$ cat src/rtl/cmul_pipe.sv
// Pipelined complex multiplier for the FFT twiddle path.
// Three register stages: operand capture, partial products, sum/round/shift/saturate.
// The whole pipe advances together whenever the output register is free or being taken.
module cmul_pipe #(
  parameter int unsigned BFLY_W = 10,
  parameter int unsigned TW_W   = 9,
  parameter int unsigned OUT_W  = 10,
  parameter int unsigned SHIFT  = 8,
  parameter int unsigned ROUND  = 1,
  parameter int unsigned SAT    = 1
) (
  input  logic                     clk,
  input  logic                     rst,
  input  logic                     in_valid,
  output logic                     in_ready,
  input  logic                     conj,
  input  logic signed [BFLY_W-1:0] bfly_re,
  input  logic signed [BFLY_W-1:0] bfly_im,
  input  logic signed [TW_W-1:0]   tw_re,
  input  logic signed [TW_W-1:0]   tw_im,
  output logic                     out_valid,
  input  logic                     out_ready,
  output logic signed [OUT_W-1:0]  out_re,
  output logic signed [OUT_W-1:0]  out_im,
  output logic                     out_ovf,
  input  logic                     ovf_clr,
  output logic                     ovf_sticky
);

  localparam int unsigned PW  = BFLY_W + TW_W;
  localparam int unsigned SW  = PW + 1;
  localparam int unsigned RW  = SW + 1;
  localparam int unsigned RSH = (SHIFT > 0) ? (SHIFT - 1) : 0;

  // Rounding bias only exists when there are bits to shift out.
  localparam logic signed [RW-1:0] RND_K =
    ((ROUND != 0) && (SHIFT > 0)) ? (RW'(1) << RSH) : RW'(0);
  localparam logic signed [RW-1:0] MAXV = (RW'(1) << (OUT_W - 1)) - RW'(1);
  localparam logic signed [RW-1:0] MINV = ~MAXV;

  logic                     w_adv;
  logic                     r_v1, r_cj1, r_v2, r_cj2;
  logic signed [BFLY_W-1:0] r_bre, r_bim;
  logic signed [TW_W-1:0]   r_twr, r_twi;
  logic signed [PW-1:0]     r_prr, r_pii, r_pir, r_pri;
  logic signed [SW-1:0]     w_re_full, w_im_full;
  logic        [OUT_W:0]    w_sc_re, w_sc_im;

  // Round, shift and clamp/wrap one component; MSB of result is the overflow flag.
  function automatic logic [OUT_W:0] scale(input logic signed [SW-1:0] v);
    logic signed [RW-1:0] rnd;
    logic signed [RW-1:0] shf;
    logic                 ovf;
    logic [OUT_W-1:0]     o;
    rnd = RW'(v) + RND_K;
    shf = rnd >>> SHIFT;
    ovf = (shf > MAXV) || (shf < MINV);
    if (ovf && (SAT != 0)) begin
      o = shf[RW-1] ? MINV[OUT_W-1:0] : MAXV[OUT_W-1:0];
    end else begin
      o = shf[OUT_W-1:0];
    end
    return {ovf, o};
  endfunction

  assign w_adv    = ~out_valid | out_ready;
  assign in_ready = w_adv;

  // Full-precision sums; conj flips the sign of the twiddle imaginary part.
  assign w_re_full = r_cj2 ? (SW'(r_prr) + SW'(r_pii)) : (SW'(r_prr) - SW'(r_pii));
  assign w_im_full = r_cj2 ? (SW'(r_pir) - SW'(r_pri)) : (SW'(r_pir) + SW'(r_pri));
  assign w_sc_re   = scale(w_re_full);
  assign w_sc_im   = scale(w_im_full);

  // Stage 1: capture operands and conj flag.
  always_ff @(posedge clk or posedge rst) begin
    if (rst) begin
      r_v1  <= 1'b0;
      r_cj1 <= 1'b0;
      r_bre <= '0;
      r_bim <= '0;
      r_twr <= '0;
      r_twi <= '0;
    end else if (w_adv) begin
      r_v1  <= in_valid;
      r_cj1 <= conj;
      r_bre <= bfly_re;
      r_bim <= bfly_im;
      r_twr <= tw_re;
      r_twi <= tw_im;
    end
  end

  // Stage 2: four partial products at full width.
  always_ff @(posedge clk or posedge rst) begin
    if (rst) begin
      r_v2  <= 1'b0;
      r_cj2 <= 1'b0;
      r_prr <= '0;
      r_pii <= '0;
      r_pir <= '0;
      r_pri <= '0;
    end else if (w_adv) begin
      r_v2  <= r_v1;
      r_cj2 <= r_cj1;
      r_prr <= PW'(r_bre) * PW'(r_twr);
      r_pii <= PW'(r_bim) * PW'(r_twi);
      r_pir <= PW'(r_bim) * PW'(r_twr);
      r_pri <= PW'(r_bre) * PW'(r_twi);
    end
  end

  // Stage 3: scaled result register; overflow only flagged for real samples.
  always_ff @(posedge clk or posedge rst) begin
    if (rst) begin
      out_valid <= 1'b0;
      out_re    <= '0;
      out_im    <= '0;
      out_ovf   <= 1'b0;
    end else if (w_adv) begin
      out_valid <= r_v2;
      out_re    <= w_sc_re[OUT_W-1:0];
      out_im    <= w_sc_im[OUT_W-1:0];
      out_ovf   <= r_v2 & (w_sc_re[OUT_W] | w_sc_im[OUT_W]);
    end
  end

  // Sticky overflow: a transferred overflowing sample beats a same-cycle clear.
  always_ff @(posedge clk or posedge rst) begin
    if (rst) begin
      ovf_sticky <= 1'b0;
    end else if (out_valid & out_ready & out_ovf) begin
      ovf_sticky <= 1'b1;
    end else if (ovf_clr) begin
      ovf_sticky <= 1'b0;
    end
  end

endmodule

$ cat config.mk
export PLATFORM = sky130hd
export DESIGN_NAME = cmul_pipe
export DESIGN_NICKNAME = d
export VERILOG_FILES = /design/src/rtl/cmul_pipe.sv
export SDC_FILE = /design/constraint.sdc
export NUM_CORES = 1
export LEC_CHECK = 0
export BUFFER_PORTS_ARGS = -buffer_cell sky130_fd_sc_hd__buf_2
export CAP_MARGIN = 20
export CORE_MARGIN = 2
export CORE_UTILIZATION = 35
export CTS_BUF_LIST = sky130_fd_sc_hd__clkbuf_4
export CTS_CLUSTER_SIZE = 28
export DETAILED_ROUTE_END_ITERATION = 8
export GPL_ROUTABILITY_DRIVEN = 0
export PLACE_DENSITY_LB_ADDON = 0.08
export SETUP_SLACK_MARGIN = 0.05
export SKIP_LAST_GASP = 1
export SLEW_MARGIN = 0
export SYNTH_ARGS = -nofsm -noshare
export SYNTH_HDL_FRONTEND = slang
export SYNTH_SLANG_ARGS = --single-unit
$ cat constraint.sdc
create_clock -name clk -period 8.6 [get_ports clk]
set_input_delay 0.86 -clock clk [delete_from_list [all_inputs] [get_ports clk]]
set_output_delay 0.86 -clock clk [all_outputs]
set_load 0.005 [all_outputs]
==> results of run 1 <==
==> flip-flops by register name, indices dropped and copies added (netlist names), 9 cells and up <==
signal  flops
r_pii      19
r_pir      19
r_pri      19
r_prr      19
out_im     10
out_re     10
r_bim      10
r_bre      10
r_twi       9
r_twr       9
==> metrics by stage <==
step | utilization (%) | area, sq um
final | 37.5 | 22600
after global routing | 37.5 | 22600
after CTS | 37.5 | 22600
after detailed placement | 37.0 | 22300
after global placement | 37.0 | 22300
after floorplan | - | 21300
==> worst paths after layout <==
path	from	to	slack, ps
worst min register to register	r_pir[0]$_DFFE_PP0P_	r_pir[0]$_DFFE_PP0P_	480
min in group clk	ovf_clr	ovf_sticky$_DFFE_PP0P_	280
worst max-delay path	r_bre[5]$_DFFE_PP0P_	r_pri[17]$_DFFE_PP0P_	2540
max in group asynchronous	rst	r_pri[16]$_DFFE_PP0P_	6960
worst max register to register	r_bre[5]$_DFFE_PP0P_	r_pri[17]$_DFFE_PP0P_	2540
worst min-delay path	rst	out_valid$_DFFE_PP0P_	230
==> area by class of cell <==
type | count | area, sq um | area share, %
clock inverter | 15 | 184 | 0.815
sequential | 141 | 3530 | 15.6
inverter | 351 | 1330 | 5.88
antenna | 1 | 2.50 | 0.0111
tap | 782 | 978 | 4.33
multi-input combinational | 1787 | 16000 | 70.8
clock buffer | 17 | 128 | 0.565
timing repair buffer | 83 | 455 | 2.02
==> cell families (layout without fill, tap and decap cells) <==
family	count (synthesis)	in the layout
AND/OR/NAND/NOR	818	818
buffers and inverters	466	466
adder cells (fa/ha/maj)	510	510
XOR/XNOR	153	153
flip-flops	141	141
AO/OA/AOI/OAI	299	299
multiplexers	7	7
other	0	1
==> cell usage after synthesis, types with 3 or more instances <==
cell type | number | area share [%]
inv_1 | 351 | 6.2
nor4_2 | 3 | 0.18
o21bai_1 | 24 | 0.85
ha_1 | 202 | 12
a31oi_1 | 14 | 0.41
and3_1 | 4 | 0.12
o21ai_1 | 5 | 0.12
o21a_1 | 15 | 0.53
o31ai_1 | 6 | 0.21
xnor2_1 | 108 | 4.4
dfrtp_1 | 141 | 17
nand3_1 | 14 | 0.33
a21oi_1 | 114 | 2.7
nand4_1 | 4 | 0.12
o22a_1 | 10 | 0.41
or2_2 | 3 | 0.088
xor2_1 | 44 | 1.8
buf_2 | 4 | 0.094
nor3_2 | 4 | 0.19
or4_1 | 4 | 0.14
a31o_1 | 4 | 0.16
nand2b_1 | 41 | 1.2
nor3_1 | 26 | 0.61
and2_1 | 147 | 4.3
o211ai_1 | 3 | 0.11
a211oi_1 | 6 | 0.21
nor2b_1 | 8 | 0.24
a21o_1 | 23 | 0.81
nor2_1 | 121 | 2.1
nor4_1 | 6 | 0.18
clkbuf_1 | 108 | 1.9
nand2_1 | 412 | 7.3
o21ai_0 | 41 | 0.96
fa_1 | 308 | 29
mux2_2 | 4 | 0.21
o2111ai_1 | 3 | 0.12
o41ai_1 | 3 | 0.12
==> layer usage <==
metal,vias up,wire [microns]
met2,215,25600
li1,7465,-
met5,-,0
met3,34,1740
met4,0,855
met1,7586,26500
==> run summary, run 1 <==
Post-synth EDFFs = 0
Post-Synth Simple-Gate Area = 18.1%
Final Skew = 39.3 ps
Mux contribution to synthesized area = 0.377%
Fill cells = 6,201
DR DRC count = 0
CTS tree = built
Maximum fanout along the worst path = 19
Critical Path RT = 9240 ps
TNS Setup = 0 ps
CP bufs+invs = 4
Sequential share of the synthesized area = 16.6%
Layout area overhead = 6.18%
Fin Hold WS = 232 ps
Avg Cell Area, Syn = 8.88 sq um
Clock latency on the worst-skew pair = 760 ps
Routed length per instance = 17.2 microns
Asr flop ratio synth = 100%
Cts repair resizes = 0
Max H-tree Level = 4
Vias in the first global route = 16,058
Die Y = 250 microns
Crit path max-delay cell type = dfrtp_1
Crit. End Element = register
Top_reg_cell synth = dfrtp_1
Startpoint types = register
First-pass GRT wire length = 89.5 mm
Antenna violations before repair = 1
Synth Area in Compound Gates = 9.33%
First-pass DRT Iterations = 5
Achievable Freq = 165 MHz
Initial Util = 35.3%
Met2 GRT Util = 29.9%
Syn Inst Count = 2,394
Hold_buf cts = 0
Final hold violation count = 0
RSZ-0062 raised after global routing = false
Post-route antenna net violation count = 0
Sink Count = 141
Min-delay worst type = input pin to asynchronous set/reset pin
Core Region = 0.0602 sq mm
Crit path cell chain = and2_1 -> fa_1 -> inv_1 -> fa_1 -> inv_1 -> ha_1 -> inv_1 -> fa_1 -> inv_1 -> ha_1 -> ha_1 -> fa_1 -> a21o_1 -> a21oi_1 -> o21bai_1 -> a21oi_1 -> o21bai_1 -> a21oi_1 -> nor2b_1 -> o21a_1 -> o41ai_1 -> xor2_1 -> o21ai_0
Nets = 2,935
Min cycle time layout = 6060 ps
Crit path depth = 23
Status = finished clean
Max-cap violations = 0
Highest-count cells in the layout ignoring fill and taps = nand2_1, inv_1, fa_1, ha_1, and2_1
Setup CP Type = register to register
Slew margin rel. = 37.2%
Cells on worst reg2reg path = 23
Post-synthesis adder-cell area fraction = 40.9%
Netlist cell types = 81
Setup WS pre-CTS = 2570 ps
Io pins = 68
DRT Wirelength = 54.7 mm
Slew Viols, Final = 0
CTS Buf Count = 17
GRT met3 Usage = 2.75%
Placed cell count = 3,144
Largest family of logic cells by synthesized area = adder cells
Mapped Nets = 2,948
Global-route total usage across every layer = 18.5%
Met1 Use GR = 26.0%
Port buffer count = 67
CP peak stage delay = 690 ps
Yosys warns = 0
Clock transition at path regs = 170 ps
Final period util = 70.4%
Initial DRC count = 789
Gr ovfl total = 0
Fin worst setup slack = 2540 ps
Worst-margin pin slew = 942 ps
Commonest non-fill, non-tap cell in the layout = nand2_1
Floorplan die area = 0.0627 sq mm
Synth Cell Area = 0.0213 sq mm
Die Span X = 250 microns
Pin count of the biggest net entering global routing = 104
Setup bufs post-CTS = 0
Largest delay contributor family on the critical path = adder cells
CTS max path bufs = 2
Root Buffer = clkbuf_4
Endpoints failing setup = 0
DR vias/cell = 4.82
Worst EP arrival = 6690 ps
Vias = 15,300
Std cell rows = 90
Layer with the highest usage = met2
Share of layout cells above drive strength 1 = 6.56%
Final Non-Filler Cells = 3,177
Number of register bits inferred by synthesis = 141
Post-Synth XOR/XNOR Area = 6.39%
Final HPWL DP = 43.0 mm
Power of run 1 is left out: the tool's default activity adds up to more than one toggle a clock period on the data nets, which glitch-free logic cannot reach.
==> inputs of run 2 (changes only) <==
--- a/config.mk
+++ b/config.mk
@@ -5,6 +5,7 @@
 export SDC_FILE = /design/constraint.sdc
 export NUM_CORES = 1
 export LEC_CHECK = 0
+export ABC_AREA = 1
 export BUFFER_PORTS_ARGS = -buffer_cell sky130_fd_sc_hd__buf_2
 export CAP_MARGIN = 20
 export CORE_MARGIN = 2
==> constraint.sdc (replaced) <==
create_clock -name clk -period 6.4 [get_ports clk]
set_input_delay 0.64 -clock clk [delete_from_list [all_inputs] [get_ports clk]]
set_output_delay 0.64 -clock clk [all_outputs]
set_load 0.005 [all_outputs]
==> run summary, run 2 <==
Most numerous cell in the Yosys netlist = nand2_1
Top area cells in the synthesized netlist = fa_1, dfrtp_1, nand2_1
Sequential share of the synthesized area = 15.6% (-0.99 points)
Top_reg_cell synth = dfrtp_1
Post-Synth XOR/XNOR Area = 4.13% (-2.3 points)
Multi-input logic area = 0.0161 sq mm (+0.84%)
Post-Synth Simple-Gate Area = 22.6% (+4.5 points)
Floorplan die area = 0.0667 sq mm (+6.3%)
Crit path max-delay cell type = dfrtp_1
Avg Cell Area, Syn = 7.51 sq um (-15%)
Max-cap violations = 0 (unchanged)
Highest-count cells in the layout ignoring fill and taps = nand2_1, inv_1, fa_1, ha_1, dfrtp_1
Cells on worst reg2reg path = 21 (-8.7%)
Clock latency on the worst-skew pair = 800 ps (+40 ps)
Routed wl met3 = 2.80 mm (+61%)
Io pins = 68 (unchanged)
Achievable Freq = 175 MHz (+5.9%)
Max layer used = met4
Worst R2R End = r_pii[17]$_DFFE_PP0P_
Final hold violation count = 0 (unchanged)
R2R Path Start = r_twi[0]$_DFFE_PP0P_
R2r setup slk = 680 ps (-1860 ps)
Share of layout cells above drive strength 1 = 7.98% (+1.4 points)
Maximum fanout along the worst path = 21 (+2)
Mux contribution to synthesized area = 0% (-0.38 points)
Final period util = 89.3% (+19 points)
RSZ-0062 raised after global routing = false
CTS max path bufs = 2 (unchanged)
CTS Buf Count = 17 (unchanged)
Synth Area in Compound Gates = 6.05% (-3.3 points)
Critical Path Most Common Cell = fa_1
Die Y = 258 microns (+3.1%)
Slew Viols, Final = 0 (unchanged)
Asr flop ratio synth = 100% (unchanged)
Netlist cell types = 50 (-38%)
Synth top area share = 27.3% (-1.7 points)
Post-synth EDFFs = 0 (unchanged)
CP peak stage delay = 960 ps (+270 ps)
First-pass DRT Iterations = 5 (unchanged)
Nets = 3,599 (+23%)
Min-delay worst type = input pin to register
Std cell rows = 93 (+3.3%)
Worst setup path start = r_twi[0]$_DFFE_PP0P_
Cell count of the worst hold path = 3
DR DRC count = 0 (unchanged)
Slew margin rel. = 36.3% (-0.89 points)
Routed length per instance = 16.3 microns (-5.4%)
Met1 WL = 30.4 mm (+15%)
Number of register bits inferred by synthesis = 141 (unchanged)
Largest family of logic cells by synthesized area = adder cells
Final Skew = 63.0 ps (+23.7 ps)
Synth Cell Area = 0.0226 sq mm (+6.4%)
Worst EP arrival = 6330 ps (-360 ps)
Clock transition at path regs = 170 ps (about the same)
DRT Wirelength = 63.8 mm (+17%)
Vias in the first global route = 18,448 (+15%)
Worst-margin pin slew = 955 ps (+13.4 ps)
Vias = 18,266 (+19%)
Global-route total usage across every layer = 19.8% (+1.3 points)
First-pass GRT wire length = 102 mm (+14%)
Routed met2 length = 29.5 mm (+15%)
Post-route antenna net violation count = 0 (unchanged)
DR vias/cell = 4.66 (-3.2%)
Sink Count = 141 (unchanged)
Die Span X = 258 microns (+3.1%)
Pin count of the biggest net entering global routing = 92 (-12%)
Crit path cell chain = nand2_1 -> fa_1 -> inv_1 -> fa_1 -> fa_1 -> fa_1 -> fa_1 -> ha_1 -> a21oi_1 -> and2_1 -> inv_1 -> nand2_1 -> o211ai_1 -> nand2_1 -> nand2_1 -> a21oi_1 -> o21ai_0 -> a21o_1 -> or2_2 -> nand3_1 -> o21ai_0
Layout area overhead = 7.97%
Endpoints failing setup = 0 (unchanged)
Crit. End Element = register
Initial DRC count = 1,063 (+35%)
Synth cell count leaders = nand2_1, inv_1, fa_1
Root Buffer = clkbuf_4
Startpoint types = register
Core Region = 0.0641 sq mm (+6.4%)
Setup CP Type = register to register
Fill cells = 6,822 (+10%)
Port buffer count = 67 (unchanged)
Min cycle time layout = 5720 ps (-337 ps)
Mapped Nets = 3,565 (+21%)
WHS Endpoint = r_bim[2]$_DFFE_PP0P_
Max H-tree Level = 4 (unchanged)
Final HPWL DP = 52.7 mm (+23%)
Yosys warns = 0 (unchanged)
Gr ovfl total = 0 (unchanged)
Initial Util = 35.3% (about the same)
Post-synthesis adder-cell area fraction = 38.4% (-2.4 points)
Syn Inst Count = 3,011 (+26%)
Final core utilization = 38.1% (+0.61 points)
Critical Path RT = 7020 ps (-2220 ps)
Yosys top cell by area = fa_1
Antenna violations before repair = 4 (+3)
Status = finished clean
Commonest non-fill, non-tap cell in the layout = nand2_1
TNS Setup = 0 ps (unchanged)
Hold path startpoint = bfly_im[2]
Setup bufs post-CTS = 0 (unchanged)
CTS tree = built
Reg area = 0.00353 sq mm (unchanged)
==> run 2: worst max-delay path by stage <==
stage	end
global route	r_pii[17]$_DFFE_PP0P_
floorplan	r_pir[17]$_DFFE_PP0P_
global placement	r_pii[17]$_DFFE_PP0P_
detailed placement	r_pii[17]$_DFFE_PP0P_
finish	r_pii[17]$_DFFE_PP0P_
CTS	r_pii[17]$_DFFE_PP0P_
==> run 2: cell families after synthesis <==
logic type / Yosys count
adders and majority gates: 510
AOI/OAI and AO/OA: 253
xor gates and xnor gates: 105
buffers and inverters: 795
DFF: 141
and+or+nand+nor: 1207
==> run 2: area by class of cell <==
cell class | count | area share [%]
Inverter | 687 | 10.6
Clock inverter | 13 | 0.758
Clock buffer | 18 | 0.553
Tap cell | 855 | 4.38
Timing Repair Buffer | 123 | 3.23
Antenna cell | 6 | 0.0615
Sequential cell | 141 | 14.4
Multi-Input combinational cell | 2075 | 66.0
==> run 2: metrics by stage <==
| step | hold WS [ps] | area, sq um | setup WS (ps) | instances |
|---|---|---|---|---|
| after floorplan | 453 | 22600 | 1040 | 3011 |
| after global placement | 466 | 24000 | 715 | 3868 |
| after detailed placement | 471 | 24000 | 688 | 3868 |
| after CTS | 6.47 | 24400 | 657 | 3912 |
| after global routing | 33.5 | 24400 | 267 | 3918 |
| final | 102 | 24400 | 682 | 3918 |
==> run 2: routing by layer <==
| layer | global-route usage, % | up-vias |
|---|---|---|
| met2 | 32.1 | 346 |
| met3 | 2.80 | 50 |
| met5 | 0 | - |
| met1 | 28.1 | 8822 |
| li1 | - | 9048 |
| met4 | 4.64 | 0 |
==> run 2: worst max-delay path: cells and delay by family (launching register included) <==
family,cells,cell delay (ps)
flops,1,960
buf+inv,2,120
fa+ha+maj,6,2840
simple gates,7,890
compound gates,6,780
==> run 2: repair_timing <==
item	4_1_cts	5_1_grt
endpoints found under the hold margin	16	0
hold buffers	13	0
gates resized for setup	0	0
Power of run 2 is left out for the same reason.
